===== src/rtl/coreport_infilter_if.sv =====
// rtl/coreport_infilter_if.sv - pin-side and port-side signal bundle for the GPIO input filter
interface coreport_infilter_if #(
  parameter int WIDTH = 8
);
  logic [WIDTH-1:0]   pin_i;
  logic [WIDTH-1:0]   bypass_i;
  logic [2*WIDTH-1:0] edge_mode_i;
  logic [WIDTH-1:0]   data_o;
  logic [WIDTH-1:0]   edge_o;
  logic               edge_any_o;

  modport master (
    output pin_i,
    output bypass_i,
    output edge_mode_i,
    input  data_o,
    input  edge_o,
    input  edge_any_o
  );

  modport slave (
    input  pin_i,
    input  bypass_i,
    input  edge_mode_i,
    output data_o,
    output edge_o,
    output edge_any_o
  );
endinterface


===== src/rtl/coreport_infilter.sv =====
// rtl/coreport_infilter.sv - GPIO input synchronizer, per-bit debouncer and edge-pulse generator
module coreport_infilter #(
  parameter int               WIDTH           = 8,
  parameter int               SYNC_STAGES     = 2,
  parameter int               DEBOUNCE_CYCLES = 16,
  parameter logic [WIDTH-1:0] INITIAL_LEVEL   = '0
) (
  input  logic                 wb_clk,
  input  logic                 wb_rst_n,
  coreport_infilter_if.slave   gpio
);

  localparam int               CNT_W    = $clog2(DEBOUNCE_CYCLES + 1);
  localparam logic [CNT_W-1:0] CNT_LAST = CNT_W'(DEBOUNCE_CYCLES - 1);

  logic [WIDTH-1:0] sync_q [SYNC_STAGES];
  logic [WIDTH-1:0] sync_last;
  logic [CNT_W-1:0] cnt_q  [WIDTH];
  logic [CNT_W-1:0] cnt_d  [WIDTH];
  logic [WIDTH-1:0] data_q;
  logic [WIDTH-1:0] data_d;
  logic [WIDTH-1:0] edge_q;
  logic [WIDTH-1:0] edge_d;

  always_ff @(posedge wb_clk or negedge wb_rst_n) begin
    if (!wb_rst_n) begin
      for (int s = 0; s < SYNC_STAGES; s++) begin
        sync_q[s] <= '0;
      end
    end else begin
      sync_q[0] <= gpio.pin_i;
      for (int s = 1; s < SYNC_STAGES; s++) begin
        sync_q[s] <= sync_q[s-1];
      end
    end
  end

  assign sync_last = sync_q[SYNC_STAGES-1];

  // A mismatch must persist for DEBOUNCE_CYCLES consecutive edges; any agreement restarts the count.
  always_comb begin
    data_d = data_q;
    edge_d = '0;
    for (int n = 0; n < WIDTH; n++) begin
      cnt_d[n] = '0;
      if (gpio.bypass_i[n]) begin
        data_d[n] = sync_last[n];
      end else if (sync_last[n] != data_q[n]) begin
        if (cnt_q[n] == CNT_LAST) begin
          data_d[n] = sync_last[n];
        end else begin
          cnt_d[n] = cnt_q[n] + CNT_W'(1);
        end
      end
      // Edge mode is sampled on the same edge that commits the level change.
      edge_d[n] = (data_d[n] & ~data_q[n] & gpio.edge_mode_i[2*n])
                | (~data_d[n] & data_q[n] & gpio.edge_mode_i[2*n+1]);
    end
  end

  always_ff @(posedge wb_clk or negedge wb_rst_n) begin
    if (!wb_rst_n) begin
      data_q <= INITIAL_LEVEL;
      edge_q <= '0;
      for (int n = 0; n < WIDTH; n++) begin
        cnt_q[n] <= '0;
      end
    end else begin
      data_q <= data_d;
      edge_q <= edge_d;
      for (int n = 0; n < WIDTH; n++) begin
        cnt_q[n] <= cnt_d[n];
      end
    end
  end

  assign gpio.data_o     = data_q;
  assign gpio.edge_o     = edge_q;
  assign gpio.edge_any_o = |edge_q;

endmodule


===== src/flat_wrapper.sv =====
// flat-port wrapper written by rule: the top's interface ports become plain ports
module coreport_infilter_flat 
#(
  parameter int               WIDTH           = 8,
  parameter int               SYNC_STAGES     = 2,
  parameter int               DEBOUNCE_CYCLES = 16,
  parameter logic [WIDTH-1:0] INITIAL_LEVEL   = '0
)
  (wb_clk, wb_rst_n, gpio_pin_i, gpio_bypass_i, gpio_edge_mode_i, gpio_data_o, gpio_edge_o, gpio_edge_any_o);
  coreport_infilter_if #(.WIDTH(WIDTH)) gpio_i ();
  input  logic wb_clk;
  input  logic wb_rst_n;
  input wire logic [$bits(gpio_i.pin_i)-1:0] gpio_pin_i;
  input wire logic [$bits(gpio_i.bypass_i)-1:0] gpio_bypass_i;
  input wire logic [$bits(gpio_i.edge_mode_i)-1:0] gpio_edge_mode_i;
  output wire logic [$bits(gpio_i.data_o)-1:0] gpio_data_o;
  output wire logic [$bits(gpio_i.edge_o)-1:0] gpio_edge_o;
  output wire logic [$bits(gpio_i.edge_any_o)-1:0] gpio_edge_any_o;
  assign gpio_i.pin_i = gpio_pin_i;
  assign gpio_i.bypass_i = gpio_bypass_i;
  assign gpio_i.edge_mode_i = gpio_edge_mode_i;
  assign gpio_data_o = gpio_i.data_o;
  assign gpio_edge_o = gpio_i.edge_o;
  assign gpio_edge_any_o = gpio_i.edge_any_o;
  coreport_infilter #(.WIDTH(WIDTH), .SYNC_STAGES(SYNC_STAGES), .DEBOUNCE_CYCLES(DEBOUNCE_CYCLES), .INITIAL_LEVEL(INITIAL_LEVEL)) u_core (.wb_clk(wb_clk), .wb_rst_n(wb_rst_n), .gpio(gpio_i));
endmodule

===== config.mk =====
export PLATFORM = sky130hd
export DESIGN_NAME = coreport_infilter_flat
export DESIGN_NICKNAME = d
export VERILOG_FILES = /design/src/rtl/coreport_infilter_if.sv /design/src/rtl/coreport_infilter.sv /design/src/flat_wrapper.sv
export SDC_FILE = /design/constraint.sdc
export NUM_CORES = 1
export LEC_CHECK = 0
export BUFFER_PORTS_ARGS = -buffer_cell sky130_fd_sc_hd__buf_2
export CAP_MARGIN = 40
export CORE_ASPECT_RATIO = 0.75
export CORE_MARGIN = 1.5
export CORE_UTILIZATION = 37
export DETAILED_ROUTE_END_ITERATION = 16
export GPL_ROUTABILITY_DRIVEN = 0
export SLEW_MARGIN = 20
export SYNTH_ARGS = -nofsm -noshare
export SYNTH_HDL_FRONTEND = slang
export SYNTH_SLANG_ARGS = --single-unit

===== constraint.sdc =====
create_clock -name wb_clk -period 2.4 [get_ports wb_clk]
set_input_delay 0.24 -clock wb_clk [delete_from_list [all_inputs] [get_ports wb_clk]]
set_output_delay 0.24 -clock wb_clk [all_outputs]
set_load 0.1 [all_outputs]

==> run metrics, run 1 <==
CP required 2160 ps; vias in the first global route 1812; crit path time final 1895 ps; Crit Path Max Fanout 2; first-pass GRT wire length 8.321 mm; crit share post-route 78.96%; post-CTS setup buffers 0; flops & latches, synth 72; post-synth top area share between 60% and 70%; # H-tree levels 3; drt drc 0; peak supply drop ~370 uV; Die W ~100 um; initial core utilization 38.49%; post-synth top area cell dfrtp_1; First-pass DRT Iterations 4; area grow syn2layout 24.43%; Synth area leaders dfrtp_1, xnor2_1, nand3b_1; CTS tree yes; Distinct cells, synth 24; wire per inst 12.24 um; setup_tns 0 ps; crit end category output pin; yosys warns 0; Slew Viols, Final 0; Core ar. around 0.0074 sq mm; Final ANT Viol Nets 0; fin nets 328; RSZ-0062 raised after global routing false; Worst EP arrival 1650 ps; die area 0.008237 sq mm; Fmax achieved 527.7 MHz; Fin. Hold Viols 0; status complete, no violations; via count 1806; Clock Sinks 72; global route overflow 0; GRT Total Usage between 10% and 20%; I/O pin count 51; HP Class in -> reg; cell area after synthesis 0.002848 sq mm; ANT cells 0; FP Rows 27; syn nets 257; clock tree buffer depth 2; kind of critical path reg -> out; total wire length roughly 4.8 mm; pwr dens 756.0 mW/mm^2; Min Hold Slack roughly 100 ps; total of max-cap violations 0; measured slew at the worst slew-check pin 577.4 ps; drt first-iter violations a little under 60; startpoint types flop; Lkg Pwr 1.710 nW; largest net degree at the start of global routing 58; TritonCTS buffer count 9; Mapped Cells 215; clk slew on worst S/H paths roughly 70 ps; sequential fraction of the synthesis area 63.27%; DP Wirelength 3.373 mm; Setup Skew 9.530 ps; cts repair resizes 0; routed vias/inst 4.607; layout cells sized above 1 25.77%; Slew HR 61.15%; worst-skew pair later-pin latency 340 ps; Port Buf Inserts 50; # setup viols final 0; Die H roughly 79 um; Fillers ~670; average cell area after synthesis around 13 sq um; initial antenna violation count 0; clk root buf clkbuf_8
[registers in the layout (all words and copies together), names as in the netlist]
name,flops
u_core.cnt_q,40
u_core.sync_last,8
u_core.sync_q,8
u_core.gpio.data_o,8
u_core.gpio.edge_o,8
[logic make-up after synthesis]
kind of cell	after synthesis	synth area share (%)
AOI/OAI and AO/OA	22	5.624
xor gates and xnor gates	24	7.381
adders and majority gates	8	3.515
buffers and inverters	8	1.055
DFF	72	63.27
muxes	8	3.164
and+or+nand+nor	73	15.99
[where the power goes]
part,internal [mW],switching [mW]
Sequential,1.27,0.0466
Clock,0.534,0.420
Combinational,0.116,0.289
[final cells by class]
type	instances	area, sq um	share of cell area [%]
Tap cell	101	126.4	3.566
Clock inverter	3	40.04	1.130
Clock buffer	13	158.9	4.484
Timing Repair Buffer	60	370.4	10.45
Inverter	8	30.03	0.8475
Multi-Input combinational cell	135	1016	28.67
Sequential cell	72	1802	50.85
[metal layers]
layer  vias up  global-route usage [%]  wire [um]
met5         -                       0          0
met4         0                   6.250         76
met3         8                   6.158        299
met2        40                   18.95       1964
met1       845                   17.45       2459
li1        913                       -          -
[critical path: stages, from the launching register on]
cell,delay [ps]
dfrtp_1,370
nor4_1,540
nand2_1,90
buf_2,310
[per-stage QoR]
stage / power [mW] / area [sq um] / utilization [%] / worst slack, ps / cells
after floorplan: 1.620 / 2848 / - / 420.2 / 215
after global placement: 1.731 / 3227 / 43.62 / 872.1 / 366
after detailed placement: 1.740 / 3254 / 43.99 / 850.8 / 367
after CTS: 2.721 / 3543 / 47.89 / 470.3 / 392
after global routing: 2.809 / 3543 / 47.89 / 420.1 / 392
final: 2.679 / 3543 / 47.89 / 505.1 / 392
[layout by cell type (no fill, tap or decap)]
master	count
a21oi_1	8
a311oi_1	6
a41oi_1	6
and3_1	14
and3b_1	6
and4_1	1
and4b_1	1
buf_16	1
buf_2	49
buf_4	1
bufinv_16	1
clkbuf_1	2
clkbuf_8	11
clkinv_2	2
dfrtp_1	72
dlygate4sd3_1	9
ha_1	8
inv_1	8
mux2_2	8
nand2_1	2
nand2b_1	6
nand3_1	10
nand3b_1	16
nor2_1	11
nor2_2	1
nor3_1	2
nor4_1	2
o211ai_1	1
o21a_1	1
or3_4	1
xnor2_1	14
xor2_1	10
[synth_stat cells (all sizes together)]
cell type	number
dfrtp	72
nand3b	16
and3	14
xnor2	14
nor2	12
nand3	10
xor2	10
a21oi	8
ha	8
inv	8
mux2	8
a311oi	6
a41oi	6
and3b	6
nand2b	6
nand2	2
nor3	2
nor4	2
and4	1
and4b	1
o211ai	1
o21a	1
or3	1
[path summary, 6_finish.rpt]
kind | from | end | slack [ps] | cells after the start
worst max-delay path | u_core.gpio.edge_o[5] | gpio_edge_any_o | 510 | 3
worst min-delay path | gpio_bypass_i[0] | u_core.cnt_q[39] | 100 | 2
worst max register to register | u_core.cnt_q[20] | u_core.gpio.data_o[3] | 850 | 3
worst min register to register | u_core.sync_q[14] | u_core.sync_last[6] | 350 | 0
max in group asynchronous | wb_rst_n | u_core.cnt_q[27] | 1570 | 3
min in group asynchronous | wb_rst_n | u_core.cnt_q[8] | 300 | 2
[what timing repair did]
| action | in CTS | in global routing |
|---|---|---|
| endpoints found under the hold margin | 23 | 0 |
| hold buffers | 9 | 0 |
| setup endpoints to repair | 0 | 0 |
Note: power is estimated with default switching activity, not from simulation.
==> run 2, diff against run 1 <==
==> constraint.sdc (replaced) <==
create_clock -name wb_clk -period 1.77 [get_ports wb_clk]
set_input_delay 0.177 -clock wb_clk [delete_from_list [all_inputs] [get_ports wb_clk]]
set_output_delay 0.177 -clock wb_clk [all_outputs]
set_load 0.1 [all_outputs]
==> run 2 against run 1 <==
Effect of this change: critical endpoint unchanged; count of clock-buffer cells in the layout is 3 lower; sequential share of layout area fell by 1.8 points; combinational power up 40%; critical path type unchanged; highest routed layer unchanged; critical path depth grew 1; worst setup slack got worse by 380 ps; hold slack got worse by 40 ps; routed wire length up 1.2%; clock skew is essentially flat.
==> run metrics, run 2 (synthesis gave the netlist of run 1 again) <==
largest net degree at the start of global routing 39 (was 58); Min Hold Slack 60.22 ps (was 100.3 ps); register area 0.001802 sq mm (unchanged); Fillers 658 (was 673); vias in the first global route 1872 (was 1812); crit end category output pin (unchanged); startpoint types flop (unchanged); worst-skew pair later-pin latency 330 ps (was 340 ps); fin worst setup slack 123.5 ps (was 505.1 ps); r2r startpoint u_core.cnt_q[5] (was u_core.cnt_q[20]); clk root buf clkbuf_8 (unchanged); Lkg Pwr 1.774 nW (was 1.710 nW); RSZ-0062 raised after global routing false (unchanged); first-pass GRT wire length 8.659 mm (was 8.321 mm); Clock Sinks 72 (unchanged); fin nets 334 (was 328); DP Wirelength 3.439 mm (was 3.373 mm); pwr dens 1105 mW/mm^2 (was 756.0 mW/mm^2); final std cells w/o fill 398 (was 392); max reg flops 40 (unchanged); clock tree buffer depth 2 (unchanged); Core ar. 0.007398 sq mm (unchanged); worst r2r dst u_core.gpio.data_o[6] (was u_core.gpio.data_o[3]); Port Buf Inserts 50 (unchanged); pre-CTS setup slack 266.7 ps (was 850.8 ps); Die W 104.3 um (unchanged); area of the multi-input gates 0.001033 sq mm (was 0.001016 sq mm); HP Class in -> reg (unchanged); kind of critical path reg -> out (unchanged); # H-tree levels 3 (unchanged); Worst EP arrival 1470 ps (was 1650 ps); drt first-iter violations 64 (was 58); Worst setup endpoint gpio_edge_any_o (unchanged); CTS tree yes (unchanged); R2R Setup Slk 250 ps (was 850 ps); Inst Count DP 373 (was 367); Slew Viols, Final 0 (unchanged); Final ANT Viol Nets 0 (unchanged); crit share post-route 93.02%; Die H 78.98 um (unchanged); layout cells sized above 1 28.62% (was 25.77%); I/O pin count 51 (unchanged); drt drc 0 (unchanged); ANT cells 0 (unchanged); # setup viols final 0 (unchanged); global route overflow 0 (unchanged); wire per inst 12.20 um (was 12.24 um); measured slew at the worst slew-check pin 491.0 ps (was 577.4 ps); commonest non-fill, non-tap cell in the layout dfrtp_1 (unchanged); Fmax achieved 607.3 MHz; First-pass DRT Iterations 4 (unchanged); Slew HR 67.49% (was 61.15%); Crit. Startpoint u_core.gpio.edge_o[5] (unchanged); routed vias/inst 4.656 (was 4.607); Crit Path Max Fanout 2 (unchanged); setup_tns 0 ps (unchanged); CP required 1590 ps (was 2160 ps); area grow syn2layout 28.87% (was 24.43%); total of max-cap violations 0 (unchanged); TritonCTS buffer count 9 (unchanged); post-CTS setup buffers 0 (unchanged); GRT Total Usage 13.44% (was 13.40%); most frequent cells in the layout dfrtp_1, buf_2, nand3b_1 (unchanged); FP Rows 27 (unchanged); initial core utilization 38.49% (unchanged); Worst R2R Path Depth 3 (unchanged); crit path time final 1647 ps; Setup Skew 9.413 ps (was 9.530 ps); total wire length 4.855 mm (was 4.799 mm); most flop-heavy register u_core.cnt_q (unchanged); Fin. Hold Viols 0 (unchanged); peak supply drop 725.9 uV (was 375.0 uV); via count 1853 (was 1806); initial antenna violation count 0 (unchanged); status complete, no violations (unchanged); die area 0.008237 sq mm (unchanged); clk slew on worst S/H paths 70 ps (about the same)
==> run 2: cell count changes in the layout (fill, tap and decap cells not counted) <==
cell       previous run  this run
clkbuf_1              2         0
buf_12                0         1
bufinv_16             1         4
nand2_2               0         1
buf_16                1         0
buf_4                 1         8
nand2_1               2         1
clkbuf_8             11        10
nor4_1                2         1
buf_2                49        48
nor4_4                0         1
==> run 2: worst min-delay path by stage <==
stage,cells after the start,to,from,slack (ps)
after floorplan,0,u_core.cnt_q[0],wb_rst_n,-120
after global placement,1,u_core.gpio.edge_o[6],wb_rst_n,170
after detailed placement,1,u_core.gpio.edge_o[6],wb_rst_n,170
after CTS,2,u_core.cnt_q[39],gpio_bypass_i[0],40
after global routing,2,u_core.cnt_q[39],gpio_bypass_i[0],60
final,2,u_core.cnt_q[39],gpio_bypass_i[0],60
==> run 2: cell type report <==
cell class	count	share of cell area, %
Multi-Input combinational cell	135	28.16
Tap cell	101	3.444
Inverter	8	0.8183
Clock buffer	10	3.750
Sequential cell	72	49.10
Timing Repair Buffer	66	11.18
Clock inverter	6	3.546
==> run 2: timing repair <==
item                       in CTS  in global routing
gates resized for setup         1                  3
setup endpoints to repair       1                  1
hold buffers                    9                  0
hold endpoints to repair       42                  0
pin swaps                       0                  0
==> run 2: layer usage <==
metal	part of all wire (%)	routed length (um)	track usage [%]
met2	42	2031	19.67
met3	5.5	265	5.008
met4	1.1	51	5.000
met5	0	0	0
met1	52	2507	18.19
==> run 2: critical path, cell delays in order (launching register included) <==
cell     delay [ps]
dfrtp_1         410
nor4_4          290
buf_4           170
nand2_2          40
buf_4           230
==> run 2: stage by stage <==
stage / power, mW / area [sq um] / utilization [%]
floorplan: 2.199 / 2850 / -
global placement: 2.367 / 3294 / 44.53
detailed placement: 2.373 / 3294 / 44.53
CTS: 4.115 / 3659 / 49.45
global route: 4.237 / 3670 / 49.60
finish: 4.056 / 3670 / 49.60
==> run 2: power by group <==
part	internal (mW)	switching, mW	total, mW	leakage, nW
Sequential	1.73	0.0682	1.79	0.938
Clock	1.11	0.583	1.70	0.136
Combinational	0.174	0.393	0.567	0.700
